--- src/rtl/alut_pkg.sv ---
// Shared types and entry layout helpers for the address lookup table.
package alut_pkg;

  typedef enum logic [2:0] {
    IDLE,
    RD_DST,
    CHK_DST,
    RD_SRC,
    CHK_SRC,
    WR_SRC,
    RESP
  } alut_state_e;

  localparam int ADDR_W   = 48;
  localparam int TIME_W   = 32;
  localparam int ADDR_LSB = 0;
  localparam int PORT_LSB = ADDR_W;

  // Timestamp field sits directly above the port field.
  function automatic int time_lsb(input int port_w);
    return PORT_LSB + port_w;
  endfunction

  // Total entry width: {valid, time, port, addr}.
  function automatic int entry_w(input int port_w);
    return 1 + TIME_W + port_w + ADDR_W;
  endfunction

endpackage

--- src/rtl/alut_hash.sv ---
// Folds a 48-bit MAC address into a table index by XORing HASH_W-bit chunks.
module alut_hash #(
  parameter int HASH_W = 8
) (
  input  logic [47:0]       i_addr,
  output logic [HASH_W-1:0] o_hash
);

  localparam int NCH = (48 + HASH_W - 1) / HASH_W;

  logic [NCH*HASH_W-1:0] w_padded;

  // Zero-extend so the top chunk is padded when 48 is not a multiple of HASH_W.
  assign w_padded = (NCH*HASH_W)'(i_addr);

  // XOR every chunk together.
  always_comb begin
    o_hash = '0;
    for (int i = 0; i < NCH; i++) begin
      o_hash = o_hash ^ w_padded[i*HASH_W +: HASH_W];
    end
  end

endmodule

--- src/rtl/alut_addr_lookup.sv ---
// Ethernet address lookup: destination port resolution with ageing, plus
// optional source learning into an external single-port table.
//
// state   | meaning
// IDLE    | waiting for a request; switch-address match resolves here
// RD_DST  | table read issued at hash(d_addr)
// CHK_DST | read data checked for a fresh matching entry
// RD_SRC  | table read issued at hash(s_addr)
// CHK_SRC | slot checked for eviction of a different address
// WR_SRC  | source entry written back
// RESP    | result held until consumed
module alut_addr_lookup
  import alut_pkg::*;
#(
  parameter  int NUM_PORTS = 4,
  parameter  int HASH_W    = 8,
  localparam int PORT_W    = $clog2(NUM_PORTS),
  localparam int ENTRY_W   = entry_w(PORT_W)
) (
  input  logic               pclk,
  input  logic               p_reset,
  input  logic               req_valid,
  output logic               req_ready,
  input  logic [47:0]        d_addr,
  input  logic [47:0]        s_addr,
  input  logic [PORT_W-1:0]  s_port,
  input  logic [47:0]        mac_addr,
  input  logic [31:0]        curr_time,
  input  logic [31:0]        age_limit,
  input  logic               learn_en,
  output logic [HASH_W-1:0]  mem_addr,
  output logic               mem_wr,
  output logic [ENTRY_W-1:0] mem_wdata,
  input  logic [ENTRY_W-1:0] mem_rdata,
  output logic               resp_valid,
  input  logic               resp_ready,
  output logic [NUM_PORTS:0] d_port,
  output logic               reused,
  input  logic               clear_reused,
  output logic [47:0]        lst_inv_addr,
  output logic [PORT_W-1:0]  lst_inv_port,
  output logic               busy
);

  localparam int TIME_LSB  = time_lsb(PORT_W);
  localparam int VALID_BIT = ENTRY_W - 1;

  alut_state_e r_state;
  alut_state_e w_nxt_state;

  // mac_addr is only consulted at accept time, so it is not held afterwards.
  logic [47:0]          r_d_addr;
  logic [47:0]          r_s_addr;
  logic [PORT_W-1:0]    r_s_port;
  logic [31:0]          r_age_limit;
  logic                 r_learn_en;
  logic [NUM_PORTS:0]   r_d_port;
  logic                 r_reused;
  logic [47:0]          r_lst_inv_addr;
  logic [PORT_W-1:0]    r_lst_inv_port;

  logic [HASH_W-1:0]    w_dst_hash;
  logic [HASH_W-1:0]    w_src_hash;
  logic                 w_accept;
  logic                 w_mac_hit;
  logic                 w_rd_valid;
  logic [31:0]          w_rd_time;
  logic [PORT_W-1:0]    w_rd_port;
  logic [47:0]          w_rd_addr;
  logic [31:0]          w_age;
  logic                 w_hit;
  logic [NUM_PORTS-1:0] w_src_onehot;
  logic [NUM_PORTS:0]   w_flood;
  logic [NUM_PORTS:0]   w_hit_mask;
  logic                 w_reuse;

  alut_hash #(.HASH_W(HASH_W)) u_hash_dst (
    .i_addr (r_d_addr),
    .o_hash (w_dst_hash)
  );

  alut_hash #(.HASH_W(HASH_W)) u_hash_src (
    .i_addr (r_s_addr),
    .o_hash (w_src_hash)
  );

  assign w_accept   = req_valid && (r_state == IDLE);
  assign w_mac_hit  = (d_addr == mac_addr);

  assign w_rd_valid = mem_rdata[VALID_BIT];
  assign w_rd_time  = mem_rdata[TIME_LSB +: 32];
  assign w_rd_port  = mem_rdata[PORT_LSB +: PORT_W];
  assign w_rd_addr  = mem_rdata[ADDR_LSB +: 48];

  // Age is modular so a timestamp from before the counter wrapped still ages correctly.
  assign w_age      = curr_time - w_rd_time;
  assign w_hit      = w_rd_valid && (w_rd_addr == r_d_addr) && (w_age <= r_age_limit);

  assign w_src_onehot = NUM_PORTS'(1) << r_s_port;
  assign w_flood      = {1'b0, ~w_src_onehot};
  assign w_hit_mask   = {1'b0, (NUM_PORTS'(1) << w_rd_port) & ~w_src_onehot};

  assign w_reuse = (r_state == CHK_SRC) && w_rd_valid && (w_rd_addr != r_s_addr);

  // State register.
  always_ff @(posedge pclk or posedge p_reset) begin
    if (p_reset) r_state <= IDLE;
    else         r_state <= w_nxt_state;
  end

  // Next-state selection.
  always_comb begin
    w_nxt_state = r_state;
    case (r_state)
      IDLE:    if (req_valid) w_nxt_state = w_mac_hit ? RESP : RD_DST;
      RD_DST:  w_nxt_state = CHK_DST;
      CHK_DST: w_nxt_state = r_learn_en ? RD_SRC : RESP;
      RD_SRC:  w_nxt_state = CHK_SRC;
      CHK_SRC: w_nxt_state = WR_SRC;
      WR_SRC:  w_nxt_state = RESP;
      RESP:    if (resp_ready) w_nxt_state = IDLE;
      default: w_nxt_state = IDLE;
    endcase
  end

  // Table address and write strobe per state; the write reuses the source slot.
  always_comb begin
    mem_addr = '0;
    mem_wr   = 1'b0;
    case (r_state)
      RD_DST:                   mem_addr = w_dst_hash;
      RD_SRC, CHK_SRC:          mem_addr = w_src_hash;
      WR_SRC: begin
        mem_addr = w_src_hash;
        mem_wr   = 1'b1;
      end
      default: mem_addr = '0;
    endcase
  end

  assign mem_wdata  = {1'b1, curr_time, r_s_port, r_s_addr};
  assign req_ready  = (r_state == IDLE);
  assign resp_valid = (r_state == RESP);
  assign busy       = (r_state != IDLE);

  // Capture the request on accept.
  always_ff @(posedge pclk or posedge p_reset) begin
    if (p_reset) begin
      r_d_addr    <= '0;
      r_s_addr    <= '0;
      r_s_port    <= '0;
      r_age_limit <= '0;
      r_learn_en  <= 1'b0;
    end else if (w_accept) begin
      r_d_addr    <= d_addr;
      r_s_addr    <= s_addr;
      r_s_port    <= s_port;
      r_age_limit <= age_limit;
      r_learn_en  <= learn_en;
    end
  end

  // Egress mask: switch-only on own address, otherwise resolved from the table.
  always_ff @(posedge pclk or posedge p_reset) begin
    if (p_reset) begin
      r_d_port <= '1;
    end else if (w_accept && w_mac_hit) begin
      r_d_port <= {1'b1, {NUM_PORTS{1'b0}}};
    end else if (r_state == CHK_DST) begin
      r_d_port <= (r_d_addr[40] || !w_hit) ? w_flood : w_hit_mask;
    end
  end

  // Sticky eviction flag and record of the evicted entry; a new eviction beats a clear.
  always_ff @(posedge pclk or posedge p_reset) begin
    if (p_reset) begin
      r_reused       <= 1'b0;
      r_lst_inv_addr <= '0;
      r_lst_inv_port <= '0;
    end else if (w_reuse) begin
      r_reused       <= 1'b1;
      r_lst_inv_addr <= w_rd_addr;
      r_lst_inv_port <= w_rd_port;
    end else if (clear_reused) begin
      r_reused       <= 1'b0;
    end
  end

  assign d_port       = r_d_port;
  assign reused       = r_reused;
  assign lst_inv_addr = r_lst_inv_addr;
  assign lst_inv_port = r_lst_inv_port;

endmodule

--- config.mk ---
export PLATFORM = sky130hd
export DESIGN_NAME = alut_addr_lookup
export DESIGN_NICKNAME = d
export VERILOG_FILES = /design/src/rtl/alut_pkg.sv /design/src/rtl/alut_hash.sv /design/src/rtl/alut_addr_lookup.sv
export SDC_FILE = /design/constraint.sdc
export NUM_CORES = 1
export LEC_CHECK = 0
export CAP_MARGIN = 20
export CELL_PAD_IN_SITES_DETAIL_PLACEMENT = 1
export CELL_PAD_IN_SITES_GLOBAL_PLACEMENT = 2
export CORE_MARGIN = 8
export CORE_UTILIZATION = 29
export CTS_CLUSTER_DIAMETER = 120
export DETAILED_ROUTE_END_ITERATION = 6
export PLACE_DENSITY = 0.93
export SYNTH_ARGS = -nofsm -noshare
export SYNTH_HDL_FRONTEND = slang
export SYNTH_SLANG_ARGS = --single-unit
--- constraint.sdc ---
create_clock -name pclk -period 14.91 [get_ports pclk]
set_clock_uncertainty 0.1 [all_clocks]
set_input_delay 1.491 -clock pclk [delete_from_list [all_inputs] [get_ports pclk]]
set_output_delay 1.491 -clock pclk [all_outputs]
set_load 0.02 [all_outputs]
======== Yosys cells after proc, flatten, opt, wreduce, memory -nomap -nowiden ========
Cells that the tools add are included.
storage, ports and cells
  bits in registers ....................... 190
  latch bits .............................. 0
  bits in writable memories ............... 0
  ROM bits ................................ 0
  input port bits ......................... 299
  output and inout port bits .............. 151
  word-level logic and storage cells ...... 63
  memories ................................ 0
cells by class
  add/sub/neg operators ................... 1
  $mul .................................... 0
  div/mod/pow operators ................... 0
  magnitude comparators ................... 1
  equality and inequality tests ........... 11
  shift-type cells ........................ 2
  multiplexer cells ....................... 12
  bitwise operators ....................... 12
  reduce and logical (&&, ||, !) cells .... 14
operators with widths
  kind                                             number
  == test 48 bit                                   2
  XOR 8 bit                                        10
  != test 48 bit                                   1
  less-or-equal comparator 32 bit                  1
  subtractor 32 bit                                1
  case mux 3 bit (7 select lines)                  1
  case mux 8 bit (2 select lines)                  1
  two-way mux 3 bit                                4
  two-way mux 5 bit                                2
  == test 3 bit, second input constant             3
  << shifter 1 x 2 -> 4 bit, first input constant  2
  == test 3 x 2 -> 1 bit, second input constant    2
  logical AND 1 bit                                6
  bitwise AND 4 bit                                1
  two-way mux 4 bit                                1
  inverter 4 bit                                   1
  nonzero test 2 bit                               2
  == test 3 x 1 -> 1 bit, second input constant    1
  logical NOT 3 bit                                1
  two-way mux 1 bit                                3
  nonzero test 3 bit                               1
  OR reduction 3 bit                               1
  != test 2 x 1 -> 1 bit, second input constant    1
  != test 2 bit, second input constant             1
  other kinds (3)                                  3

======== Longest topological paths before layout ========
  depth in word-level cells ............... 8
  depth in mapped cells ................... 20
  mapped depth without buffers ............ 20

======== By module ========
A second synthesis with hierarchy kept.
unflattened totals
  cell total of the unflattened synthesis .. 1389
  area, all modules ....................... 12567.1 µm²
by module, submodules not included
  module            times used  cells each  area an instance (µm²)  seq. area each (µm²)
  alut_addr_lookup  1           1325        11666.2                 4760.8
  alut_hash         2           32          450.4                   0.0

======== Worst setup path before layout ========
OpenSTA, ideal clock, no wires.
  path type ............................... in2reg
  from .................................... input port curr_time[0]
  to ...................................... register r_d_port[1], in the netlist d_port[1]
  library setup time ...................... 0.082 ns
  arrival time ............................ 4.724 ns
  data required time ...................... 14.728 ns
  setup slack ............................. 10.004 ns
  cell stages on the path ................. 20
  cells stage by stage .................... inv_1 ha_1 fa_1 nor2b_1 o31ai_1 a211o_1 a31oi_2 and2_1 nand3_1 and2_1 xnor2_1 ha_1 a21o_1 a21o_1 a21oi_1 o21ai_0 a21oi_1 o211ai_1 and3_1 a211o_1
on the way
  word-level cells in the longest chain between the ends .. 8
RTL lines
  item                             line                     source
  start, declared                  alut_addr_lookup.sv:28   input logic [31:0] curr_time,
  subtractor 32 bit                alut_addr_lookup.sv:96   assign w_age = curr_time - w_rd_time;
  less-or-equal comparator 32 bit  alut_addr_lookup.sv:97   assign w_hit = w_rd_valid && (w_rd_addr == r_d_addr) && (w_age <= r_age_limit);
  logical AND 1 bit                alut_addr_lookup.sv:97
  logical NOT 1 bit                alut_addr_lookup.sv:170  r_d_port <= (r_d_addr[40] || !w_hit) ? w_flood : w_hit_mask;
  logical OR 1 bit                 alut_addr_lookup.sv:170
  two-way mux 4 bit                alut_addr_lookup.sv:170
  two-way mux 5 bit                alut_addr_lookup.sv:169  end else if (r_state == CHK_DST) begin
  two-way mux 5 bit                alut_addr_lookup.sv:167  end else if (w_accept && w_mac_hit) begin
  end signal, assigned             alut_addr_lookup.sv:168  r_d_port <= {1'b1, {NUM_PORTS{1'b0}}};
  end signal, assigned             alut_addr_lookup.sv:170
  end, declared                    alut_addr_lookup.sv:57   logic [NUM_PORTS:0] r_d_port;
Every way passes these cells. The select of a mux whose other input is x is not followed.
A chain may end at the register's enable or synchronous reset.

======== Worst setup path in the final report ========
  from .................................... input port curr_time[0]
  to ...................................... register r_d_port[3], in the netlist d_port[3]
The elaborated chain is that of the path after synthesis.

==> metrics <==
first-pass GRT wire length 80.0 mm; Worst setup SP type primary input; top_reg_cell synth dfrtp_1; family with the most delay on the worst path compound AO/OA/AOI/OAI gates; max_cap viols 0; setup TNS 0 ns; hpwl dp 45.4 mm; xor/xnor share of the synthesized area 16.2%; worst-case vdd ir drop 0.0745 mV; Cell variety after synth 59; CTS tree done; Pre-antenna DRT Iters 5; H-Tree Depth 4; Post-DP Area 0.0172 mm2; cell row count 75; DRC 0; number of global-route vias before repair 12200; mux cell area share after synthesis 12.9%; Synth Area per Inst 10.2 um2; R2R setup slack 11.73 ns; largest net degree at the start of global routing 120; setup bufs post-CTS 0; Clock Tree Buf Depth 2; antenna violations before repair 12; Post-Syn Nets 1571; Crit. End Element register; top cell type's share of synthesized area 37.5%; Post-Route WL 54.2 mm; critical path class primary input to register; CP Buf/Inv Count 2; max incr delay on CP 0.48 ns; largest family of logic cells by synthesized area XOR/XNOR gates; Finish-stage setup viols 0; Synth area leader dfrtp_1; core area 0.0419 mm2; Hold-fix buffers, CTS 0; RSZ-0062 raised after global routing no; Mapped Cells 1208; final instance area 0.0178 mm2; total power divided by cell area 204 mW/mm2; Via density 5.02; Cell Chain, Critical Path clkdlybuf4s50_1 -> inv_1 -> ha_1 -> fa_1 -> nor2b_1 -> o31ai_1 -> a211o_1 -> a311oi_2 -> o31ai_1 -> o21ai_1 -> a21oi_1 -> xnor2_1 -> ha_1 -> nand4_1 -> nor4_1 -> nand3_1 -> and3_1 -> a211o_1; starting density of the core 29.4%; Non-Filler Instances 2173; Final Cycle Share 38.3%; TritonCTS Buffers 17; fin. max-slew vios 0; critical path's slowest cell clkdlybuf4s50_1; post-synthesis async set-or-reset flop share 100%; Reg area 0.00476 mm2; Antenna Violating Nets Remaining 0; 1st-iter DRT viols 577; Critical Path RT 15.18 ns; fillers 4691; chip width 222 um; crit-path max FO 4; via count 10900; Worst-Margin Slew 0.996 ns; max_slew headroom 33.6%; Nets 1978; Hold/Removal Path Class register to register; Compound-Gate Fraction of Synth Area 11.0%; clk_lat worst skew 0.45 ns; IO Count 450; Seq/Total Area, Yosys 38.6%; YS warnings 0; layout cells sized above 1 11.5%; Synth Area in Adders 6.56%; Tmin final 5.70 ns; Synth area leaders dfrtp_1 38%, mux2_2 12%, xnor2_1 12%; GRT Total Usage 21.4%; worst hold slack 0.402 ns; Max Freq 175 MHz; overall die height 222 um; endpoints failing hold 0; static leakage 7.27 nW; DR WL/cell 25.0 um; CTS resizes 0; placed cell count 2135; root buf cell clkbuf_16; Simple-Gate Fraction of Synth Area 8.47%; P&R area growth vs syn 44.3%; Sink Count 190; area of the die 0.0494 mm2; GR Overflow Total 0; Port Buf Inserts 448; Routability Congestion 0.889; status complete, no violations; CTS clk-pin slew, worst paths 0.07 ns; Multi-input gate area 0.00681 mm2; Worst EP arrival 5.97 ns; synthesized area 0.0123 mm2; number of synthesized flops with an enable pin 0; post-synthesis register bit count 190
==> final cells by class <==
| cell class | count | area share (%) |
|---|---|---|
| Inverter | 103 | 2.21 |
| Antenna cell | 6 | 0.0844 |
| Clock inverter | 13 | 0.928 |
| Clock buffer | 19 | 2.55 |
| Timing Repair Buffer | 453 | 25.4 |
| Multi-Input combinational cell | 850 | 38.3 |
| Sequential cell | 190 | 26.8 |
| Tap cell | 539 | 3.79 |
==> kinds of logic (layout without fill, tap and decap cells) <==
| logic type | Yosys count | after routing |
|---|---|---|
| xor+xnor | 228 | 228 |
| simple gates | 210 | 210 |
| compound gates | 206 | 206 |
| flops | 190 | 190 |
| buf+inv | 168 | 588 |
| mux | 141 | 141 |
| fa+ha+maj | 64 | 64 |
| other cells | 1 | 7 |
==> cells in the mapped netlist, types with 2 or more instances <==
master and number:
nand2_1 70, and2_1 5, o211ai_1 2, a31oi_1 6, ha_1 63, nor4_2 2
o21bai_1 5, nor2b_1 9, xor2_1 59, a222oi_1 2, and3_1 7, nor4_1 20
nand2b_1 3, xnor2_1 169, o2111ai_1 4, and4_1 2, dfrtp_1 185, buf_4 33
o31ai_1 5, o2bb2ai_1 5, nand3_1 14, a22oi_1 5, nor2_1 33, inv_1 102
o21ai_1 4, buf_2 17, o22ai_1 15, dfstp_2 5, a211o_1 5, o21a_1 11
nor3_1 11, o21ai_0 65, a41oi_1 2, a21oi_1 30, nand4_1 30, mux2_1 9
a21o_1 22, mux2_2 132, a211oi_1 4, a221oi_1 3, clkbuf_1 15
==> path summary, 6_finish.rpt <==
path,from,to,cells past startpoint
worst min register to register,r_state[0],r_state[0],1
worst max register to register,r_state[1],r_s_addr[26],6
max in group asynchronous,p_reset,lst_inv_addr[44],3
worst max-delay path,curr_time[0],d_port[3],18
min in group asynchronous,p_reset,r_d_addr[17],2
worst min-delay path,r_state[0],r_state[0],1
==> registers in the layout, indices dropped and copies added (netlist names) <==
name          cells
lst_inv_port      2
r_s_addr         48
d_port            5
r_age_limit      32
r_s_port          2
r_d_addr         48
r_state           3
r_learn_en        1
lst_inv_addr     48
reused            1
==> placed cells by master (no fill, tap or decap), types with 6 or more instances in the layout <==
cell,instances
nand4_1,30
o22ai_1,15
mux2_2,132
clkbuf_16,17
mux2_1,9
inv_8,7
dfrtp_1,185
nor2_1,33
nor3_1,11
nor2b_1,9
o21ai_0,65
nand2_1,70
nor4_1,20
xnor2_1,169
xor2_1,59
inv_1,101
and3_1,7
clkdlybuf4s50_1,448
a21oi_1,30
o21a_1,11
ha_1,63
nand3_1,14
diode_2,6
a21o_1,22
==> layer usage <==
metal  GRT usage (%)  share of wire, %
met2            37.7                49
met5               0              0.15
met3            5.57               6.6
met4            5.94               2.2
met1            25.5                42
==> power by group <==
group / total, mW / switching (mW) / internal [mW]
sequential: 1.08 / 0.299 / 0.780
clock: 0.492 / 0.240 / 0.251
combinational: 2.06 / 1.04 / 1.02
total: 3.63 / 1.58 / 2.05
==> per-stage QoR <==
stage / setup slack (ns) / util [%] / power [mW]
6_report: 9.21 / 42.4 / 3.63
5_1_grt: 9.01 / 42.4 / 3.84
4_1_cts: 9.34 / 42.4 / 3.66
3_5_place_dp: 8.87 / 40.9 / 3.14
3_3_place_gp: 9.07 / 40.9 / 3.06
2_1_floorplan: 8.16 / - / 2.24
==> worst register-to-register path: stages, from the launching register on <==
cell and delay [ns]:
dfrtp_1 0.67, nor2_1 0.36, nand2_1 0.13, inv_1 0.11, and2_4 0.39, buf_4 0.83, mux2_2 0.49
Power figures use the tool's default switching activity.
